===== src/rtl/hamming_encoder.sv =====
// rtl/hamming_encoder.sv - registered Hamming(7,4) encoder with valid flag
//
// Purpose:
//   Encodes a 4-bit data word into a 7-bit Hamming(7,4) codeword.
//   The output is registered, so a codeword appears one clock after the
//   data word is presented. A new word can be accepted every cycle.
//   When select is low at a clock edge, the output register is cleared
//   and the valid flag drops.
//
// Parameters:
//   PARITY_ODD  0 = even parity bits (standard Hamming), 1 = every parity bit inverted
//
// Ports:
//   clk      in   1  rising-edge clock
//   rst      in   1  asynchronous, active-high reset; clears b and b_valid
//   select   in   1  encode enable: 1 = encode a this cycle, 0 = clear the output
//   a        in   4  data word: a[0]=d1, a[1]=d2, a[2]=d3, a[3]=d4
//   b        out  7  codeword: b[k-1] holds Hamming position k
//   b_valid  out  1  high while b holds a codeword encoded from a sampled a

module hamming_encoder #(
  parameter bit PARITY_ODD = 1'b0
) (
  input  logic       clk,
  input  logic       rst,
  input  logic       select,
  input  logic [3:0] a,
  output logic [6:0] b,
  output logic       b_valid
);

  logic       p1;
  logic       p2;
  logic       p3;
  logic [6:0] codeword;

  // Each parity bit covers the positions whose index has the matching bit set:
  //   p1 covers positions 3,5,7 (d1,d2,d4)
  //   p2 covers positions 3,6,7 (d1,d3,d4)
  //   p3 covers positions 5,6,7 (d2,d3,d4)
  // With this coverage, the syndrome of a single-bit error equals the
  // position of the flipped bit.
  always_comb begin
    p1       = a[0] ^ a[1] ^ a[3] ^ PARITY_ODD;
    p2       = a[0] ^ a[2] ^ a[3] ^ PARITY_ODD;
    p3       = a[1] ^ a[2] ^ a[3] ^ PARITY_ODD;
    codeword = {a[3], a[2], a[1], p3, a[0], p2, p1};
  end

  // When select is low, the output is loaded with a constant zero rather
  // than a gated codeword. This keeps an undriven or unknown a from
  // reaching b.
  always_ff @(posedge clk or posedge rst) begin
    if (rst) begin
      b       <= 7'b0;
      b_valid <= 1'b0;
    end else if (select) begin
      b       <= codeword;
      b_valid <= 1'b1;
    end else begin
      b       <= 7'b0;
      b_valid <= 1'b0;
    end
  end

endmodule


===== config.mk =====
export PLATFORM = sky130hd
export DESIGN_NAME = hamming_encoder
export DESIGN_NICKNAME = d
export VERILOG_FILES = /design/src/rtl/hamming_encoder.sv
export SDC_FILE = /design/constraint.sdc
export NUM_CORES = 1
export LEC_CHECK = 0
export BUFFER_PORTS_ARGS = -buffer_cell sky130_fd_sc_hd__clkbuf_2
export CORE_AREA = 2 2 39 41
export DETAILED_ROUTE_END_ITERATION = 10
export DIE_AREA = 0 0 41 43
export GPL_TIMING_DRIVEN = 0
export PLACE_DENSITY_LB_ADDON = 0.1
export SLEW_MARGIN = 20
export SYNTH_ARGS = -nofsm -noshare
export SYNTH_HDL_FRONTEND = slang
export SYNTH_SLANG_ARGS = --single-unit

===== constraint.sdc =====
create_clock -name clk -period 0.8 [get_ports clk]
set_input_delay 0.12 -clock clk [delete_from_list [all_inputs] [get_ports clk]]
set_output_delay 0.12 -clock clk [all_outputs]
set_load 0.01 [all_outputs]

-- Word-level counts from Yosys, hierarchy flattened
Index checks and enable logic that the tools add are counted.
- register bits after elaboration: 8
- input port bits: 7
- output and inout bits: 8
- word-level logic and storage cells: 10
- multiplexer cells: 2
- bitwise gates (word level): 6
- operator list (cell ; count):
    $mux 7 ; 1
    $xor 1x1->1 ; 6
    $mux 1 ; 1

-- Logic depth before layout (Yosys ltp)
Gate-level depths: netlist of run 1.
- depth after elaboration: 3
- depth in mapped cells: 2
- gate-level depth less buffers: 2

-- Worst setup path after synthesis of run 1
OpenSTA, ideal clock, no wires.
- kind: input port to flip-flop
- start point: input port a[2]
- end point: register b[1]
- library setup time: 0.128 ns
- arrival time: 0.666 ns
- data required time: 0.672 ns
- setup slack: 0.006 ns
- stages on the path: 2
- buffers on the path: 0
- cells stage by stage: xnor2_1 > mux2_1
- longest elaborated chain between the ends: 3
- ends and longest elaborated chain (item ; RTL line ; source):
    start, declared ; 27 ; input logic [3:0] a,
    $xor 1x1->1 (2 in a row) ; 45 ; p2 = a[0] ^ a[2] ^ a[3] ^ PARITY_ODD;
    $mux 7 ; 57 ; end else if (select) begin
    end signal, assigned ; 58 ; b <= codeword;
    end, declared ; 28 ; output logic [6:0] b,
No other way between the ends.

-- Final worst setup path of run 1
- start point: register b[5]
- end point: output port b[5]
No word-level cell between the ends.

==> summary.md, run 1 <==
STA puts the critical path data required time at 680 ps. The post-detailed-route count of antenna-violating nets came out at 0. The switching power was 0.000179 W; the filler cell count was 150. Summed over all layers, the routed wires come to 465 um.

The internal power contribution came out at 0.000657 W. The flow ran to the end, but the final reports show violations. Walking the worst path, the cells encountered are clkbuf_2. Die area: 1760 sq um.

The logs give 222 for the number of global-route vias before repair and 1380 sq um for the floorplan core area. Cells with a size suffix above 1 make up 43.6% of the layout. Summing all placed instances gives a cell area of 382 sq um. A synthesized cell averages 13.9 sq um. The clock drives 8 sinks.

The run gives 463 uV as the maximum ir drop on the vdd rail. The maximum fanout count along the critical path was 1; the time the final worst path needs with I/O delays and setup was 846 ps. The logs give 52.3% for the sequential group share of total power and 14 for the floorplan row count.

The depth of the CTS H-tree is 1. The logs give 1180 MHz for the top achievable clock speed and 34.1% for the clock share of power. The number of warning messages in the yosys log is 0, and the global-route wire length before repair is 821 um.

Leaving out fill and tap cells, the most frequent cells in the layout are clkbuf_2 (13), dfrtp_1 (8), and2_1 (3), clkbuf_4 (3). The clock buffer count from CTS is 3, and the period utilization is 106%. Setup violations remaining at the end of the flow were counted as 8. The number of endpoints with negative hold slack in the final report came out at 0. The setup path with the least slack is of type reg2out. The logs give 9 for the maximum number of pins on one net before global-route repair and 29.9% for the post-layout utilization of the core.

Setup repair after global routing could not meet its margin everywhere. Yosys mapped the design onto 9 distinct sky130hd cell types. The pin slew with the least headroom to its limit works out to 281 ps. For this design the ratio of total power to cell area is 2020 nW/um^2.

The sum of buffers and inverters on the critical path came out at 1. The ratio of routed vias to standard cells was 3.76. The first detailed-routing pass ran for 2 iterations. The number of antenna violations at the first check in global routing is 0, and the static leakage power is 0.230 nW. The category of cells accounting for the largest share of critical-path delay is flip-flops. The run gives 7.93% as the total global routing track utilization. The cell count after synthesis came out at 21.

The final-report max-slew violation count was 0. The remaining max-slew budget at the tightest pin was 81.1%. Class of the tightest hold or removal check: in2reg. The switching portion of total power works out to 21.4%. Least setup slack across all paths after layout: -45.9 ps. Overall power consumption after layout is estimated at 0.000836 W.

For the number of top-level pins, the log shows 15. Accumulated negative setup slack: -286 ps. The synthesized netlist net count was 28; the count of buffers inserted at the top-level ports was 14.

Combinational logic burns 13.6% of the power. The DRC violations left came out at 0. In this run, synthesis produced a sequential element count of 8. The largest single stage delay on the critical path is 360 ps. After detailed routing, the average wire length per cell comes to 8.45 um. Relative to the synthesized area, the layout overhead comes to 42.1%.

TritonCTS built the clock tree. The total overflow left after global routing is 0. The run gives 292 sq um as the cell area after synthesis. In the global route stage, met2 resource usage came out at 9.06%. The number of buffers on the longest clock path was 2; the net count of the finished layout was 48. The number of buffers inserted to repair setup after CTS came out at 0. The library cell used most frequently in the layout, excluding fill and tap cells, is clkbuf_2. In the global route stage, met3 resource usage came out at 3.14%. The tree is rooted in a clkbuf_4. The checks that failed: negative setup slack. From left edge to right edge, the die measures 41 um. The global routing met1 resource utilization is 8.39%, and the final instance area is 414 sq um. The last weighted congestion value of the routability-driven placer came out at 0.643. On the critical path, the stage with the largest delay is an instance of dfrtp_1.

The final route contains 207 vias. The tools report the starting density of the core as 21.1%. The arrival time of data at the critical path endpoint is 730 ps, and the number of maximum-capacitance violations is 0. The layer with the highest usage is met4. 0 antenna diodes ended up in the layout. The run gives 55.3 ps as the worst hold-check slack. The detailed router finished its first iteration with 3 violations. The nature of the critical path endpoint is an output port. The worst setup path is launched from a register. Clock-pin slew was measured on the worst setup and hold paths at 50 ps. Measured along the y axis, the die boundary spans 43 um.

After synthesis, flip-flops and latches occupy 68.7% of the total area.
stage by stage:
stage                     worst slack, ps  std cells
after floorplan                      6.40         21
after global placement               -171         51
after detailed placement             -177         51
after CTS                           -65.4         55
after global routing                -84.2         55
final                               -45.9         55
what timing repair did:
action | in CTS | in global routing
setup endpoints to repair | 8 | 8
hold endpoints to repair | 8 | 0
hold buffers | 1 | 0
resized for setup | 0 | 1
Yosys cell counts:
cell      instances  share of area (%)
xnor2_1           2                6.0
nand2_1           1                1.3
nor2b_1           1                2.1
mux2_1            1                3.9
inv_1             2                2.6
and2_1            3                6.4
dfrtp_1           8                 69
mux2i_1           2                6.9
nand2b_1          1                2.1
registers in the layout, indices dropped and copies added, names as in the netlist:
register / count
b: 7
b_valid: 1
power by group through the flow:
stage	Clock [W]	Combinational (W)	Sequential (W)
5_1_grt	0.000327	0.000128	0.000440
4_1_cts	0.000301	0.000117	0.000438
6_report	0.000285	0.000113	0.000437
3_3_place_gp	0	0.000112	0.000444
3_5_place_dp	0	0.000112	0.000445
2_1_floorplan	0	0.0000429	0.000460
cell families after synthesis:
| group | synth area share, % |
|---|---|
| xor+xnor | 6.01 |
| simple gates | 12.0 |
| flops | 68.7 |
| mux | 10.7 |
| buf+inv | 2.58 |
final cells by class:
class | instances | area, sq um | share of cell area (%)
timing repair buffer | 15 | 80.1 | 19.3
tap | 16 | 20.0 | 4.83
multi-input combinational | 11 | 83.8 | 20.2
inverter | 2 | 7.51 | 1.81
sequential | 8 | 200 | 48.3
clock buffer | 3 | 22.5 | 5.44
metal layers:
metal / wire, um / share of wire [%] / vias up
met5: 0 / 0 / -
met4: 14 / 3.0 / 0
met3: 55 / 12 / 2
met2: 214 / 46 / 12
met1: 181 / 39 / 92
li1: - / - / 101
final timing paths:
| check | to | slack (ps) | cells past startpoint | from |
|---|---|---|---|---|
| hold / removal | b_valid | 60 | 1 | select |
| max in group asynchronous | b[1] | 240 | 3 | rst |
| setup / recovery | b[5] | -50 | 1 | b[5] |
| min in group asynchronous | b[5] | 340 | 3 | rst |
Power figures use the tool's default switching activity.
==> run 2: changes to the inputs <==
--- a/config.mk
+++ b/config.mk
@@ -11,6 +11,7 @@
 export DIE_AREA = 0 0 41 43
 export GPL_TIMING_DRIVEN = 0
 export PLACE_DENSITY_LB_ADDON = 0.1
+export RECOVER_POWER = 50
 export SLEW_MARGIN = 20
 export SYNTH_ARGS = -nofsm -noshare
 export SYNTH_HDL_FRONTEND = slang
==> run 2 against run 1 <==
Effect of this change: the run still ends with negative setup slack left; sequential power barely moved; power decreased by 0.23%; maximum frequency about the same; global-route usage is the same; hold slack better by 30 ps; sequential share of layout area rose by 0.29 points; clock power about the same; non-clock buffer count did not move; design area is 0.60% lower; largest power group unchanged; highest routed layer unchanged.
==> summary.md, run 2 (synthesis gave the netlist of run 1 again) <==
The pin slew with the least headroom to its limit works out to 279 ps (-1.71 ps). Count of buffers inserted at the top-level ports: 14 (unchanged). The internal power contribution is 0.000655 W (-0.33%), and the remaining max-slew budget at the tightest pin is 81.2% (+0.12 points).

The run gives 730 ps (about the same) as the arrival time of data at the critical path endpoint. Leaving out fill and tap cells, the most frequent cell in the layout is clkbuf_2. The register clock-pin slew on the reported worst setup and hold paths is 50 ps (about the same). The run gives 29.7% (-0.18 points) as the post-layout utilization of the core.

The average wire per standard cell was 8.53 um (+0.86%). The logs give 8 (unchanged) for the number of clock sinks and 462 uV (-0.26%) for the maximum ir drop on the vdd rail. The count of antenna diodes in the layout was 0 (unchanged); the number of global-route vias before repair was 222 (unchanged).

For the static leakage power, the log shows 0.221 nW (-3.6%). The global-route congestion overflow total was 0 (unchanged); the cell count of the worst hold path was 1 (unchanged). The ratio of routed vias to standard cells was 3.76 (unchanged). The number of buffers inserted to repair setup after CTS was 0 (unchanged); the period utilization was 106% (about the same). Ranked by flip-flop count, first place goes to b. Combinational group share of total power: 13.4% (-0.2 points). For the die area, the log shows 1760 sq um (unchanged). Clock tree synthesis selected as its root buffer the cell clkbuf_4. The run gives 0 (unchanged) as the final-report max-slew violation count. Post-synthesis to final-layout area growth: 41.2%. The total global routing track utilization is 7.93% (unchanged). Broken down by cell family, the worst path's largest delay share belongs to flip-flops.

Switching power: 0.000179 W (+0.14%). The detailed router's first-iteration violation count was 3 (unchanged); the total number of vias was 207 (unchanged). The global routing met1 resource utilization is 8.39% (unchanged), and the least setup slack across all paths after layout is -45.8 ps (+0.0732 ps). The maximum fanout count along the critical path was 1 (unchanged). The largest individual stage delay along the critical path comes from the cell dfrtp_1. The tools report the number of antenna violations at the first check in global routing as 0 (unchanged). Switching portion of total power: 21.5% (+0.078 points). The chip width was 41 um (unchanged); the number of endpoints with negative hold slack in the final report was 0 (unchanged). The logs give 0 (unchanged) for the number of maximum-capacitance violations and 0.643 (unchanged) for the last weighted congestion value of the routability-driven placer.

The run gives 2 (unchanged) as the number of buffers on the longest clock path. Class of the most critical setup path: reg2out. The total chip power is 0.000834 W (-0.23%), and the global-route wire length before repair is 821 um (unchanged).

The nature of the critical path endpoint is an output port. The vertical extent of the die works out to 43 um (unchanged). The starting density of the core is 21.1% (unchanged). The path with the worst hold slack has its endpoint at b_valid. The run gives 151 (+0.67%) as the filler cell count. The number of cells on the critical path is 1 (unchanged). The logs give -286 ps (+0.586 ps) for the accumulated negative setup slack and 1180 MHz (about the same) for the top achievable clock speed. For the number of top-level pins, the log shows 15 (unchanged).

The fraction of final layout cells with drive strength greater than 1 was 38.5% (-5.1 points). For the final instance area, the log shows 412 sq um (-0.60%). The run finished, with violations left. For the floorplan core area, the log shows 1380 sq um (unchanged).

The layer flagged by global routing as most heavily used is met4. The largest registers in the layout are b: 7 flops, b_valid: 1 flops. The maximum number of pins on one net before global-route repair was 9 (unchanged); the ratio of total power to cell area was 2030 nW/um^2 (+0.38%). The number of optimization iterations in the first detailed-route pass is 2 (unchanged), and the met3 capacity usage during global routing is 3.14% (unchanged). The worst setup path is launched from a register. The startpoint identified for the worst hold timing path is select. The sum of buffers and inverters on the critical path is 1 (unchanged), and the clock buffer count from CTS is 3 (unchanged). Standard cell area after detailed placement: 382 sq um (unchanged).

The highest cell delay on the worst timing path works out to 360 ps (about the same). The depth of the CTS H-tree came out at 1 (unchanged). For the clock share of power, the log shows 34.2% (about the same). The floorplan row count is 14 (unchanged), and the time the final worst path needs with I/O delays and setup is 846 ps (-0.0732 ps).

The number of failing setup endpoints in the final timing report was 8 (unchanged). Sequential group share of total power: 52.4% (about the same). The library cells used most frequently in the layout, excluding fill and tap cells, are clkbuf_2 (11), dfrtp_1 (8), and2_0 (3), clkbuf_4 (3). Number of flip-flops in the largest register: 7 (unchanged).

The final reports fail on negative setup slack. The class of the tightest hold or removal check is in2reg. The run gives 680 ps (about the same) as the data required time at the worst endpoint.

Setup repair after global routing could not meet its margin everywhere. The DRC violations left is 0 (unchanged). TritonCTS built the clock tree. The logs give 9.06% (unchanged) for the met2 capacity usage during global routing and 48 (unchanged) for the net count of the finished layout. The total routed wirelength came out at 469 um (+0.86%). Traced cell by cell, the critical path runs through clkbuf_2. The post-detailed-route count of antenna-violating nets was 0 (unchanged).
==> run 2: cell types whose count changed in the layout (fill, tap and decap cells not counted) <==
| cell | before | now |
|---|---|---|
| and2_1 | 3 | 0 |
| clkbuf_2 | 13 | 11 |
| clkbuf_1 | 0 | 2 |
| and2_0 | 0 | 3 |
==> run 2: worst max path at each step <==
stage	from	end
6_report	b[5]	b[5]
5_1_grt	b[0]	b[0]
4_1_cts	b[5]	b[5]
3_5_place_dp	a[2]	b[1]
3_3_place_gp	a[3]	b[1]
2_1_floorplan	a[2]	b[1]
==> run 2: repair_timing <==
item,4_1_cts,5_1_grt
hold buffers,1,0
endpoints found under the setup margin,8,8
hold endpoints to repair,8,0
gates resized for setup,0,1
==> run 2: area by class of cell <==
class / count / area (sq um) / area share, %
tap: 16 / 20.0 / 4.86
clock buffer: 3 / 22.5 / 5.47
inverter: 2 / 7.51 / 1.82
timing repair buffer: 15 / 77.6 / 18.8
sequential: 8 / 200 / 48.6
multi-input combinational: 11 / 83.8 / 20.4
==> run 2: metrics by stage <==
stage / hold WS, ps / setup WS, ps / instances
after global placement: 44.5 / -171 / 51
after floorplan: -64.3 / 6.40 / 21
after global routing: 85.8 / -84.2 / 55
after detailed placement: 52.4 / -177 / 51
after CTS: 54.0 / -65.4 / 55
final: 85.4 / -45.8 / 55
==> run 2: power by group through the flow <==
stage | clock network [W] | logic, W | registers [W]
finish | 0.000285 | 0.000111 | 0.000437
global route | 0.000327 | 0.000126 | 0.000440
CTS | 0.000301 | 0.000117 | 0.000438
detailed placement | 0 | 0.000112 | 0.000445
global placement | 0 | 0.000112 | 0.000444
floorplan | 0 | 0.0000429 | 0.000460
==> run 2: routing by layer <==
metal | part of all wire (%) | up-vias
met5 | 0 | -
met4 | 3.0 | 0
met3 | 13 | 2
met2 | 46 | 12
met1 | 38 | 92
li1 | - | 101
